## src/rtl/seq_restoring_div_pkg.sv

```systemverilog
// Shared state encoding and sizing helpers for the sequential restoring divider.
// Imported by seq_restoring_div (optional signed mode: DIV_SIGNED_EN).
package seq_restoring_div_pkg;

    localparam int DIV_DEFAULT_WIDTH = 4;

    typedef enum logic [1:0] {
        st_idle = 2'd0,
        st_run  = 2'd1,
        st_done = 2'd2
    } div_state_e;

    // Iteration counter must be able to hold the value WIDTH.
    function automatic int div_count_width(input int width);
        return $clog2(width + 1);
    endfunction

endpackage

```

## src/rtl/seq_restoring_div_if.sv

```systemverilog
// Start/done handshake and operand/result bundle between a controller (master)
// and the divider (slave).
interface seq_restoring_div_if #(
    parameter int WIDTH = 4
);
    logic             start;
    logic [WIDTH-1:0] dividend;
    logic [WIDTH-1:0] divisor;
    logic             busy;
    logic             done;
    logic [WIDTH-1:0] quotient;
    logic [WIDTH-1:0] remainder;
    logic             div_by_zero;

    modport master (
        output start, dividend, divisor,
        input  busy, done, quotient, remainder, div_by_zero
    );

    modport slave (
        input  start, dividend, divisor,
        output busy, done, quotient, remainder, div_by_zero
    );
endinterface

```

## src/rtl/full_adder.sv

```systemverilog
// Single-bit full adder cell shared by the ripple adder/subtractor datapaths.
module full_adder (
    input  logic a,
    input  logic b,
    input  logic cin,
    output logic s,
    output logic cout
);
    assign s    = a ^ b ^ cin;
    assign cout = (a & b) | (cin & (a ^ b));
endmodule

```

## src/rtl/ripple_sub_stage.sv

```systemverilog
// Combinational N-bit ripple subtractor: diff = a + ~b + 1, borrow = ~carry_out.
module ripple_sub_stage #(
    parameter int N = 5
) (
    input  logic [N-1:0] a,
    input  logic [N-1:0] b,
    output logic [N-1:0] diff,
    output logic         borrow
);
    logic [N:0] carry;

    assign carry[0] = 1'b1;

    genvar gi;
    generate
        for (gi = 0; gi < N; gi++) begin : g_bit
            full_adder u_fa (
                .a    (a[gi]),
                .b    (~b[gi]),
                .cin  (carry[gi]),
                .s    (diff[gi]),
                .cout (carry[gi+1])
            );
        end
    endgenerate

    assign borrow = ~carry[N];
endmodule

```

## src/rtl/seq_restoring_div.sv

```systemverilog
// Multi-cycle restoring divider, one quotient bit per clock, start/done handshake.
// Define DIV_SIGNED_EN for two's-complement operands (sign fix-up around the unsigned core).
module seq_restoring_div
    import seq_restoring_div_pkg::*;
#(
    parameter int WIDTH = DIV_DEFAULT_WIDTH
) (
    input logic                clk,
    input logic                rst_n,
    seq_restoring_div_if.slave bus
);
    localparam int CW = div_count_width(WIDTH);

    div_state_e       state_reg, state_next;
    logic [WIDTH:0]   r_reg, r_next;
    logic [WIDTH-1:0] q_reg, q_next;
    logic [WIDTH-1:0] d_reg, d_next;
    logic [CW-1:0]    count_reg, count_next;
    logic [WIDTH-1:0] quot_reg, quot_next;
    logic [WIDTH-1:0] rem_reg, rem_next;
    logic             dbz_reg, dbz_next;

    logic [WIDTH:0]   r_shift;
    logic [WIDTH:0]   t_diff;
    logic             t_borrow;
    logic [WIDTH-1:0] load_dividend;
    logic [WIDTH-1:0] load_divisor;

`ifdef DIV_SIGNED_EN
    logic neg_q_reg, neg_q_next;
    logic neg_r_reg, neg_r_next;

    assign load_dividend = bus.dividend[WIDTH-1] ? -bus.dividend : bus.dividend;
    assign load_divisor  = bus.divisor[WIDTH-1]  ? -bus.divisor  : bus.divisor;
`else
    assign load_dividend = bus.dividend;
    assign load_divisor  = bus.divisor;
`endif

    // R' = {R[WIDTH-1:0], Q[msb]}; R's top bit is always 0 between iterations.
    assign r_shift = (r_reg << 1) | (WIDTH+1)'(q_reg[WIDTH-1]);

    ripple_sub_stage #(.N(WIDTH + 1)) u_sub (
        .a      (r_shift),
        .b      ({1'b0, d_reg}),
        .diff   (t_diff),
        .borrow (t_borrow)
    );

    always_comb begin
        state_next = state_reg;
        r_next     = r_reg;
        q_next     = q_reg;
        d_next     = d_reg;
        count_next = count_reg;
        quot_next  = quot_reg;
        rem_next   = rem_reg;
        dbz_next   = dbz_reg;
`ifdef DIV_SIGNED_EN
        neg_q_next = neg_q_reg;
        neg_r_next = neg_r_reg;
`endif
        case (state_reg)
            st_idle: begin
                if (bus.start) begin
                    if (bus.divisor == '0) begin
                        state_next = st_done;
                        quot_next  = '1;
                        rem_next   = bus.dividend;
                        dbz_next   = 1'b1;
                    end else begin
                        state_next = st_run;
                        r_next     = '0;
                        q_next     = load_dividend;
                        d_next     = load_divisor;
                        count_next = '0;
                        dbz_next   = 1'b0;
`ifdef DIV_SIGNED_EN
                        neg_q_next = bus.dividend[WIDTH-1] ^ bus.divisor[WIDTH-1];
                        neg_r_next = bus.dividend[WIDTH-1];
`endif
                    end
                end
            end
            st_run: begin
                // Within this operand range the borrow equals T's sign bit.
                if (t_borrow) begin
                    r_next = r_shift;
                    q_next = {q_reg[WIDTH-2:0], 1'b0};
                end else begin
                    r_next = t_diff;
                    q_next = {q_reg[WIDTH-2:0], 1'b1};
                end
                count_next = count_reg + CW'(1);
                if (count_reg == CW'(WIDTH - 1)) begin
                    state_next = st_done;
`ifdef DIV_SIGNED_EN
                    quot_next = neg_q_reg ? -q_next : q_next;
                    rem_next  = neg_r_reg ? -r_next[WIDTH-1:0] : r_next[WIDTH-1:0];
`else
                    quot_next = q_next;
                    rem_next  = r_next[WIDTH-1:0];
`endif
                end
            end
            st_done: begin
                state_next = st_idle;
            end
            default: begin
                state_next = st_idle;
            end
        endcase
    end

    always_ff @(posedge clk or negedge rst_n) begin
        if (!rst_n) begin
            state_reg <= st_idle;
            r_reg     <= '0;
            q_reg     <= '0;
            d_reg     <= '0;
            count_reg <= '0;
            quot_reg  <= '0;
            rem_reg   <= '0;
            dbz_reg   <= 1'b0;
`ifdef DIV_SIGNED_EN
            neg_q_reg <= 1'b0;
            neg_r_reg <= 1'b0;
`endif
        end else begin
            state_reg <= state_next;
            r_reg     <= r_next;
            q_reg     <= q_next;
            d_reg     <= d_next;
            count_reg <= count_next;
            quot_reg  <= quot_next;
            rem_reg   <= rem_next;
            dbz_reg   <= dbz_next;
`ifdef DIV_SIGNED_EN
            neg_q_reg <= neg_q_next;
            neg_r_reg <= neg_r_next;
`endif
        end
    end

    assign bus.busy        = (state_reg == st_run);
    assign bus.done        = (state_reg == st_done);
    assign bus.quotient    = quot_reg;
    assign bus.remainder   = rem_reg;
    assign bus.div_by_zero = dbz_reg;

endmodule

```

## src/flat_wrapper.sv

```systemverilog
// flat-port wrapper written by rule: the top's interface ports become plain ports
module seq_restoring_div_flat import seq_restoring_div_pkg::*;
#(
    parameter int WIDTH = DIV_DEFAULT_WIDTH
)
  (clk, rst_n, bus_start, bus_dividend, bus_divisor, bus_busy, bus_done, bus_quotient, bus_remainder, bus_div_by_zero);
  seq_restoring_div_if #(.WIDTH(WIDTH)) bus_i ();
  input logic clk;
  input logic rst_n;
  input wire logic [$bits(bus_i.start)-1:0] bus_start;
  input wire logic [$bits(bus_i.dividend)-1:0] bus_dividend;
  input wire logic [$bits(bus_i.divisor)-1:0] bus_divisor;
  output wire logic [$bits(bus_i.busy)-1:0] bus_busy;
  output wire logic [$bits(bus_i.done)-1:0] bus_done;
  output wire logic [$bits(bus_i.quotient)-1:0] bus_quotient;
  output wire logic [$bits(bus_i.remainder)-1:0] bus_remainder;
  output wire logic [$bits(bus_i.div_by_zero)-1:0] bus_div_by_zero;
  assign bus_i.start = bus_start;
  assign bus_i.dividend = bus_dividend;
  assign bus_i.divisor = bus_divisor;
  assign bus_busy = bus_i.busy;
  assign bus_done = bus_i.done;
  assign bus_quotient = bus_i.quotient;
  assign bus_remainder = bus_i.remainder;
  assign bus_div_by_zero = bus_i.div_by_zero;
  seq_restoring_div #(.WIDTH(WIDTH)) u_core (.clk(clk), .rst_n(rst_n), .bus(bus_i));
endmodule
```

## config.mk

```make
export PLATFORM = sky130hd
export DESIGN_NAME = seq_restoring_div_flat
export DESIGN_NICKNAME = d
export VERILOG_FILES = /design/src/rtl/seq_restoring_div_pkg.sv /design/src/rtl/seq_restoring_div_if.sv /design/src/rtl/full_adder.sv /design/src/rtl/ripple_sub_stage.sv /design/src/rtl/seq_restoring_div.sv /design/src/flat_wrapper.sv
export SDC_FILE = /design/constraint.sdc
export NUM_CORES = 1
export LEC_CHECK = 0
export CAP_MARGIN = 30
export CORE_AREA = 3 3 78 80
export CTS_CLUSTER_SIZE = 25
export DETAILED_ROUTE_END_ITERATION = 10
export DIE_AREA = 0 0 81 83
export GPL_ROUTABILITY_DRIVEN = 0
export PLACE_DENSITY_LB_ADDON = 0.05
export SLEW_MARGIN = 0
export SYNTH_ARGS = -nofsm -noshare
export SYNTH_HDL_FRONTEND = slang
export SYNTH_SLANG_ARGS = --single-unit
```

## constraint.sdc

```tcl
create_clock -name clk -period 2.49 [get_ports clk]
set_clock_uncertainty 0.05 [all_clocks]
set_input_delay 0.3735 -clock clk [delete_from_list [all_inputs] [get_ports clk]]
set_output_delay 0.3735 -clock clk [all_outputs]
set_load 0.01 [all_outputs]
```

==> results of run 1 <==
-- cells by family (layout without fill, tap and decap cells) --
| group | after synthesis | in the layout |
|---|---|---|
| AND/OR/NAND/NOR | 22 | 22 |
| flip-flops | 26 | 26 |
| AO/OA/AOI/OAI | 32 | 32 |
| adder cells (fa/ha/maj) | 6 | 6 |
| multiplexers | 12 | 12 |
| buffers and inverters | 28 | 54 |
-- how the worst max path moves through the flow --
| stage | slack, ns | startpoint | end |
|---|---|---|---|
| after floorplan | 0.02 | u_core.q_reg[3] | u_core.q_reg[0] |
| after global placement | 0.03 | u_core.q_reg[3] | u_core.q_reg[0] |
| after detailed placement | 0.003 | u_core.q_reg[3] | u_core.q_reg[0] |
| after CTS | 0.04 | u_core.q_reg[3] | u_core.q_reg[0] |
| after global routing | 0.01 | u_core.q_reg[3] | u_core.bus.remainder[1] |
| final | 0.14 | u_core.q_reg[3] | u_core.q_reg[0] |
-- area by class of cell --
| class | count | area (µm²) |
|---|---|---|
| fill | 591 | 3737 |
| sequential | 26 | 650.6 |
| multi-input combinational | 72 | 593.1 |
| timing repair buffer | 31 | 285.3 |
| tap | 72 | 90.09 |
| inverter | 20 | 75.07 |
| clock buffer | 3 | 41.29 |
-- metrics by stage --
step	worst slack, ns	power (mW)
final	0.1365	2.352
after global routing	0.01178	2.601
after CTS	0.03711	2.351
after detailed placement	0.003385	2.079
after global placement	0.02979	2.093
after floorplan	0.01883	1.557
-- critical path, stage by stage, from the launching register on --
cell	delay, ns
dfrtp_1	0.39
inv_2	0.06
ha_1	0.13
inv_1	0.05
fa_2	0.33
fa_2	0.34
inv_2	0.06
fa_2	0.22
nand2b_4	0.08
mux2_2	0.27
mux2_2	0.26
-- repair_timing --
item | CTS | global route
endpoints found under the setup margin | 1 | 7
gates resized for setup | 1 | 7
gates cloned | 0 | 0
pin swaps | 0 | 2
hold buffers | 0 | 0
-- cells in the final DEF (no fill, tap or decap), types with 2 or more instances in the layout --
cell type / instances
nor4_1: 4
inv_2: 2
buf_4: 10
mux2i_1: 2
o31ai_1: 3
nor2_1: 5
o21ai_0: 3
a21oi_1: 10
a211oi_1: 3
mux2_2: 10
ha_1: 3
o22ai_1: 5
o211ai_1: 4
nand2_1: 2
dfrtp_1: 26
inv_1: 18
clkbuf_8: 3
nand2b_1: 2
and3b_1: 4
fa_2: 3
clkdlybuf4s50_1: 21
-- report_power, final --
| group | internal (mW) | switching (mW) | leakage, nW | total (mW) |
|---|---|---|---|---|
| Clock | 0.108 | 0.126 | 0.0216 | 0.234 |
| Combinational | 0.700 | 0.665 | 0.436 | 1.37 |
| Sequential | 0.618 | 0.134 | 0.309 | 0.752 |
-- routing by layer --
| layer | GRT usage | vias to the layer above | wire length [µm] |
|---|---|---|---|
| met5 | 0 | - | 0 |
| met4 | 0.02765 | 0 | 32 |
| met3 | 0.03145 | 2 | 122 |
| met2 | 0.1650 | 15 | 1544 |
| met1 | 0.1348 | 472 | 1505 |
| li1 | - | 491 | - |
==> results.cfg, run 1 <==
[outcome]
outcome = completed

[logic_synthesis]
synth_fa_ha_area_frac = 0.07303
async_flop_share = 1.000
synth_xor_area_frac = 0
synth_edf_count = 0
muxShareOfSynthArea = 0.09925
synth_top_family_by_area = compound AO/OA/AOI/OAI gates
yosys_most_used_dff = dfrtp_1
yosys-top-cells-area = dfrtp_1 49%, mux2_2 8.4%, inv_1 5.6%
syn_avg_cell_area_um2 = 10.61
synth_top_area_frac = 0.4869
netlist_area_um2 = 1336
synth_compound_area_frac = 0.1517
synth_seq_cells = 26
synth_top_area_cell = dfrtp_1
yosysMostFrequentCell = dfrtp_1
synth_cell_types = 27
syn_nets = 143
synth_cells = 126
synth_common_cells = 26 x dfrtp_1, 20 x inv_1, 10 x a21oi_1, 10 x mux2_2
yosys_warnings = 0
yosys.area_share.simple = 0.1011
yosysSeqAreaShare = 0.4869

[critical_path]
worstPathArrival_ns = 2.46
r2r_cells = 10
crit_path_max_fanout = 6
r2r-start = u_core.q_reg[3]
cp.required_ns = 2.59
path_class = reg -> reg
worst_setup_path_start_kind = flop
ff2ff_setup_slack_ns = 0.14
end_kind = flop
r2r_end = u_core.q_reg[0]

[timing]
fin_hold_ws_ns = 0.4242
slew_violations = 0
hold_viol = 0
tightest_slew_ns = 0.4424
max_freq_mhz = 424.9
finalSetupViolCount = 0
final.min_clock_period_ns = 2.354
fin_setup_tns_ns = 0
period_share = 0.9452
grt_setup_unrepaired = false
slew_headroom = 0.7012

[routing]
drt_first_pass_iters = 4
drc = 0
drtIter0Drc = 18
vias_per_cell = 4.375
wire_per_inst_um = 14.31
totalWireLength_mm = 3.205
via_count = 980
ant_nets = 0

[place]
portBuffers = 21
dp_hpwl_mm = 2.483
placed_cells = 221
place_area_um2 = 1669

[power]
irDropWorstVdd_mv = 0.3484
power.leakage_nw = 0.7673
p_per_area_nw_per_um2 = 1355

[clock_tree]
cts_tree = yes
cts_buffer_depth = 2
clockRootBuffer = clkbuf_8
postCtsSetupBuffers = 0
cts_max_level = 1
clock-sinks = 26
insertion_delay_ns = 0.27
numCtsBuffers = 3
path_clk_slew_ns = 0.09

[finish]
utilization = 0.3171
final_cells = 224
nets = 171
drive_above_1_share = 0.2039
n_antenna_cell = 0
final_cell_area_um2 = 1735
area_growth_syn_to_layout_pct = 29.87

[die]
io_pins = 22
core_area_um2 = 5473
start_util = 0.2442
rows = 27
die_w_um = 81
die_area_um2 = 6723
fp.dieH_um = 83

[run]
drv_cap = 0

[grt]
antenna_found_initial = 0
grt_max_degree = 27
grt_usage = 0.1036
gr-total-overflow = 0
grt_pass1_wl_mm = 5.257
grt_pass1_vias = 1044

[worst_hold_path]
hold_class = in -> async
(Power assumes the default switching activity.)
==> inputs of run 2 (changes only) <==
Settings changed: ABC_CLOCK_PERIOD_IN_PS from default to 2490, CORE_AREA 3 3 78 80 to 2 2 77 79, DIE_AREA 0 0 81 83 to 0 0 79 81.
==> run 2 against run 1 <==
Effect of this change:
- sequential power increased by 0.8%
- critical path depth unchanged
- first-iteration DRC count increased to 2.9 times the previous value
- critical endpoint unchanged
- global-route usage increased by 1.1 points
- via count decreased by 0.10%
- maximum frequency decreased by 2.6%
- count of clock-buffer cells in the layout increased by 1
- die area decreased by 4.8%
- hold slack improved by 0.0062 ns
- highest routed layer unchanged
- combinational power about the same
==> results.cfg, run 2 (synthesis gave the netlist of run 1 again) <==
[die]
die_w_um = 79
die_area_um2 = 6399
core_area_um2 = 5675
io_pins = 22
start_util = 0.2354
fp.dieH_um = 81
rows = 28

[outcome]
outcome = completed

[finish]
n_antenna_cell = 0
drive_above_1_share = 0.2067
area_growth_syn_to_layout_pct = 31.09
layout_common_cells = 26 x dfrtp_1, 21 x clkdlybuf4s50_1, 17 x inv_1
nets = 168
final_common_cell = dfrtp_1

[critical_path]
critPathBufInv = 3
crit_path_max_incr_delay_ns = 0.40
worst_setup_path_start_kind = flop
crit_path_max_fanout = 7
worstPathCellList = inv_2 > ha_4 > inv_2 > fa_2 > fa_2 > inv_2 > fa_2 > nand2b_4 > mux2_4 > mux2_4
path_class = reg -> reg
cp.required_ns = 2.60
worstPathArrival_ns = 2.52
crit_slowest_cell = dfrtp_1
end_kind = flop
cp_top_family = adder cells

[timing]
period_share = 0.9702
fin_hold_ws_ns = 0.4304
hold_viol = 0
slew_violations = 0
final.min_clock_period_ns = 2.416
slew_headroom = 0.5248
finalSetupViolCount = 0
fin_setup_tns_ns = 0
finalWorstSetupSlack_ns = 0.07409
tightest_slew_ns = 0.7128
max_freq_mhz = 413.9

[routing]
totalWireLength_mm = 3.390
wire_per_inst_um = 15.07
drt_first_pass_iters = 4
met1Wirelength_mm = 1.640
drtIter0Drc = 53
vias_per_cell = 4.351
drc = 0
via_count = 979
dr_wl_met3_um = 148
ant_nets = 0
route.met2.wl_mm = 1.572
dr.max_layer_used = met4

[power]
power_mw = 2.405
sw_frac_of_total = 0.4005
seqPwrFrac = 0.315
switchingPower_uw = 963.2
p_comb_frac = 0.571
irDropWorstVdd_mv = 0.3712
p_per_area_nw_per_um2 = 1373
p_int_mw = 1.442
power.leakage_nw = 0.7679
clkPwrFrac = 0.114

[place]
portBuffers = 21
dp_slack_ns = -0.05691
dp_hpwl_mm = 2.524

[clock_tree]
numCtsBuffers = 3
clock-sinks = 26
cts_tree = yes
cts_hold_buffers = 0
insertion_delay_ns = 0.27
path_clk_slew_ns = 0.09
cts_max_level = 1
clockRootBuffer = clkbuf_8
cts_buffer_depth = 2

[grt]
antenna_found_initial = 0
gr-total-overflow = 0
grt_pass1_wl_mm = 5.492
grt_usage = 0.1151
grt_max_degree = 27
grt_pass1_vias = 1021

[run]
drv_cap = 0

[worst_hold_path]
hold_class = in -> async
[run 2: worst register-to-register path, cell delays in order (launching register included)]
cell	delay (ns)
dfrtp_1	0.40
inv_2	0.09
ha_4	0.13
inv_2	0.03
fa_2	0.33
fa_2	0.34
inv_2	0.07
fa_2	0.26
nand2b_4	0.10
mux2_4	0.26
mux2_4	0.25
[run 2: layer usage]
layer | vias to the layer above | GRT usage
met4 | 0 | 0.03621
li1 | 485 | -
met3 | 2 | 0.02222
met2 | 18 | 0.1864
met5 | - | 0
met1 | 474 | 0.1559
[run 2: layout make-up]
| type | count | area (µm²) |
|---|---|---|
| Multi-Input combinational cell | 72 | 614.3 |
| Clock buffer | 4 | 55.05 |
| Timing Repair Buffer | 28 | 262.8 |
| Inverter | 20 | 75.07 |
| Fill cell | 595 | 3924 |
| Sequential cell | 26 | 650.6 |
| Tap cell | 75 | 93.84 |
[run 2: metrics by stage]
stage            util  instance area, µm²  std cells
2_1_floorplan       -                1338        126
3_3_place_gp   0.2895                1643        220
3_5_place_dp   0.2895                1643        220
4_1_cts        0.3018                1713        224
5_1_grt        0.3086                1752        225
6_report       0.3086                1752        225
[run 2: repair_timing]
| item | 4_1_cts | 5_1_grt |
|---|---|---|
| pin swaps | 0 | 1 |
| gates resized for setup | 3 | 10 |
| setup buffers | 0 | 1 |
| setup endpoints to repair | 4 | 10 |
[run 2: final timing paths]
kind                                           to  depth (start not counted)  slack [ns]                start
max reg2reg                       u_core.q_reg[0]                         10        0.07      u_core.q_reg[3]
max in group asynchronous  u_core.bus.quotient[1]                          2        1.68                rst_n
min reg2reg                   u_core.count_reg[0]                          1        0.44  u_core.count_reg[0]
max                               u_core.q_reg[0]                         10        0.07      u_core.q_reg[3]
min in group clk              u_core.count_reg[0]                          1        0.44  u_core.count_reg[0]
min                               u_core.d_reg[2]                          2        0.43                rst_n
[run 2: power by group through the flow]
stage                     clock [mW]  combinational [mW]  sequential [mW]
after detailed placement           0                1.25            0.764
final                          0.274                1.37            0.758
after floorplan                    0               0.809            0.748
after global placement             0                1.25            0.763
after CTS                      0.294                1.30            0.754
after global routing           0.321                1.53            0.793
==> inputs of run 3 (changes only) <==
Settings changed: ABC_AREA from default to 1.
==> run 3 against run 2 <==
Effect of this change:
- sequential power down 1%
- count of clock-buffer cells in the layout down 1
- non-clock buffer count down 4
- largest cell class unchanged
==> results.cfg, run 3 <==
[outcome]
outcome = completed

[logic_synthesis]
yosys_most_used_dff = dfrtp_1
yosysMostFrequentCell = nand2_1
synth_seq_cells = 26
async_flop_share = 1.000
synth_cell_types = 19
netlist_area_um2 = 1345
synth_cells = 162
synth_top_area_cell = dfrtp_1
synth_edf_count = 0
syn_avg_cell_area_um2 = 8.303
yosysSeqAreaShare = 0.4837
syn_nets = 179
yosys_warnings = 0
synth_top_area_frac = 0.4837
yosys-top-cells-area = dfrtp_1 48%, nand2_1 18%, nand3_1 7.8%
synth_common_cells = 64 x nand2_1, 26 x dfrtp_1, 21 x nand3_1

[die]
rows = 28
die_w_um = 79
fp.dieH_um = 81
io_pins = 22
die_area_um2 = 6399
start_util = 0.2370
core_area_um2 = 5675

[routing]
via_count = 1094
vias_per_cell = 4.176
ant_nets = 0
route.met2.wl_mm = 1.478
dr.max_layer_used = met4
drtIter0Drc = 49
drt_first_pass_iters = 4
dr_wl_met3_um = 104
drc = 0
totalWireLength_mm = 3.088
met1Wirelength_mm = 1.483
wire_per_inst_um = 11.79

[finish]
n_antenna_cell = 0
drive_above_1_share = 0.09626
area_growth_syn_to_layout_pct = 27.63
num-fill-cells = 623
layout_common_cells = 64 x nand2_1, 26 x dfrtp_1, 21 x nand3_1, 21 x clkdlybuf4s50_1, 17 x inv_1
nets = 205
final_common_cell = nand2_1
utilization = 0.3025
final_cell_area_um2 = 1717

[power]
power.leakage_nw = 0.8497
p_per_area_nw_per_um2 = 1339
irDropWorstVdd_mv = 0.4508

[critical_path]
worst_setup_path_start_kind = flop
cp_common_cell = inv_1
crit_path_max_fanout = 2
cp_top_family = adder cells
cp.required_ns = 2.66
crit_slowest_cell = fa_1
crit_path_max_incr_delay_ns = 0.40
worstPathArrival_ns = 2.48
critPathBufInv = 4
path_class = reg -> reg
worstPathCellList = inv_1 > ha_1 > inv_1 > fa_1 > fa_1 > inv_1 > fa_1 > inv_1 > nand3_1 > nand3_1 > nand2_1 > nand2_1
end_kind = flop

[timing]
slew_headroom = 0.7272
hold_viol = 0
tightest_slew_ns = 0.4081
fin_setup_tns_ns = 0
max_freq_mhz = 434.0
grt_setup_unrepaired = false
finalSetupViolCount = 0
final.min_clock_period_ns = 2.304
fin_hold_ws_ns = 0.4275
finalWorstSetupSlack_ns = 0.1856
slew_violations = 0
period_share = 0.9254

[clock_tree]
cts_tree = yes
numCtsBuffers = 3
path_clk_slew_ns = 0.10
clockRootBuffer = clkbuf_8
clock-sinks = 26
insertion_delay_ns = 0.27
cts_max_level = 1
cts_hold_buffers = 0
cts_buffer_depth = 2

[place]
dp_hpwl_mm = 2.418
portBuffers = 21
dp_slack_ns = 0.01272
place_area_um2 = 1630

[run]
drv_cap = 0

[grt]
gr-total-overflow = 0
grt_usage = 0.1136
antenna_found_initial = 0
grt_pass1_vias = 1168
grt_pass1_wl_mm = 5.568
grt_max_degree = 27

[worst_hold_path]
hold_class = in -> async
## run 3: final timing paths
check,cells after the start,slack [ns],end,startpoint
hold reg to reg,2,0.44,u_core.q_reg[0],u_core.q_reg[0]
setup reg to reg,12,0.19,u_core.bus.remainder[3],u_core.q_reg[3]
min in group clk,2,0.44,u_core.q_reg[0],u_core.q_reg[0]
hold / removal,2,0.43,u_core.q_reg[0],rst_n
max in group asynchronous,2,1.69,u_core.count_reg[1],rst_n
setup / recovery,12,0.19,u_core.bus.remainder[3],u_core.q_reg[3]
## run 3: final cells by class
cell class | count | area (µm²) | share of cell area
inverters | 18 | 67.56 | 0.03936
repair buffers | 24 | 232.7 | 0.1356
clock inverters | 1 | 30.03 | 0.01749
multi-input cells | 115 | 600.6 | 0.3499
clock buffers | 3 | 41.29 | 0.02405
flip-flops and latches | 26 | 650.6 | 0.3790
well taps | 75 | 93.84 | 0.05466
## run 3: routing by layer
layer	vias up	track usage
met4	0	0.04483
met3	2	0.01889
met1	523	0.1537
met2	12	0.1822
li1	557	-
met5	-	0
## run 3: kinds of logic (layout without fill, tap and decap cells)
group | count (synthesis) | in the layout | share of synthesized area
buffers and inverters | 21 | 46 | 0.07534
DFF | 26 | 26 | 0.4837
adders and majority gates | 6 | 6 | 0.07256
and+or+nand+nor | 99 | 99 | 0.3256
AOI/OAI and AO/OA | 10 | 10 | 0.04279
## run 3: stage by stage
stage / instances / power (mW)
after floorplan: 162 / 1.567
after global placement: 257 / 1.945
after detailed placement: 257 / 1.954
after CTS: 261 / 2.326
after global routing: 262 / 2.581
final: 262 / 2.299
## run 3: where the power goes
group          internal, mW  total, mW  switching, mW  leakage [nW]
Clock                 0.215      0.358          0.143        0.0357
Sequential            0.622      0.747          0.125         0.324
Combinational         0.491       1.19          0.703         0.490
Total                  1.33       2.30          0.971         0.850
## run 3: repair_timing
item                                    CTS  global route
buffers inserted                          0             1
resized for setup                         1             1
endpoints found under the setup margin    2             4
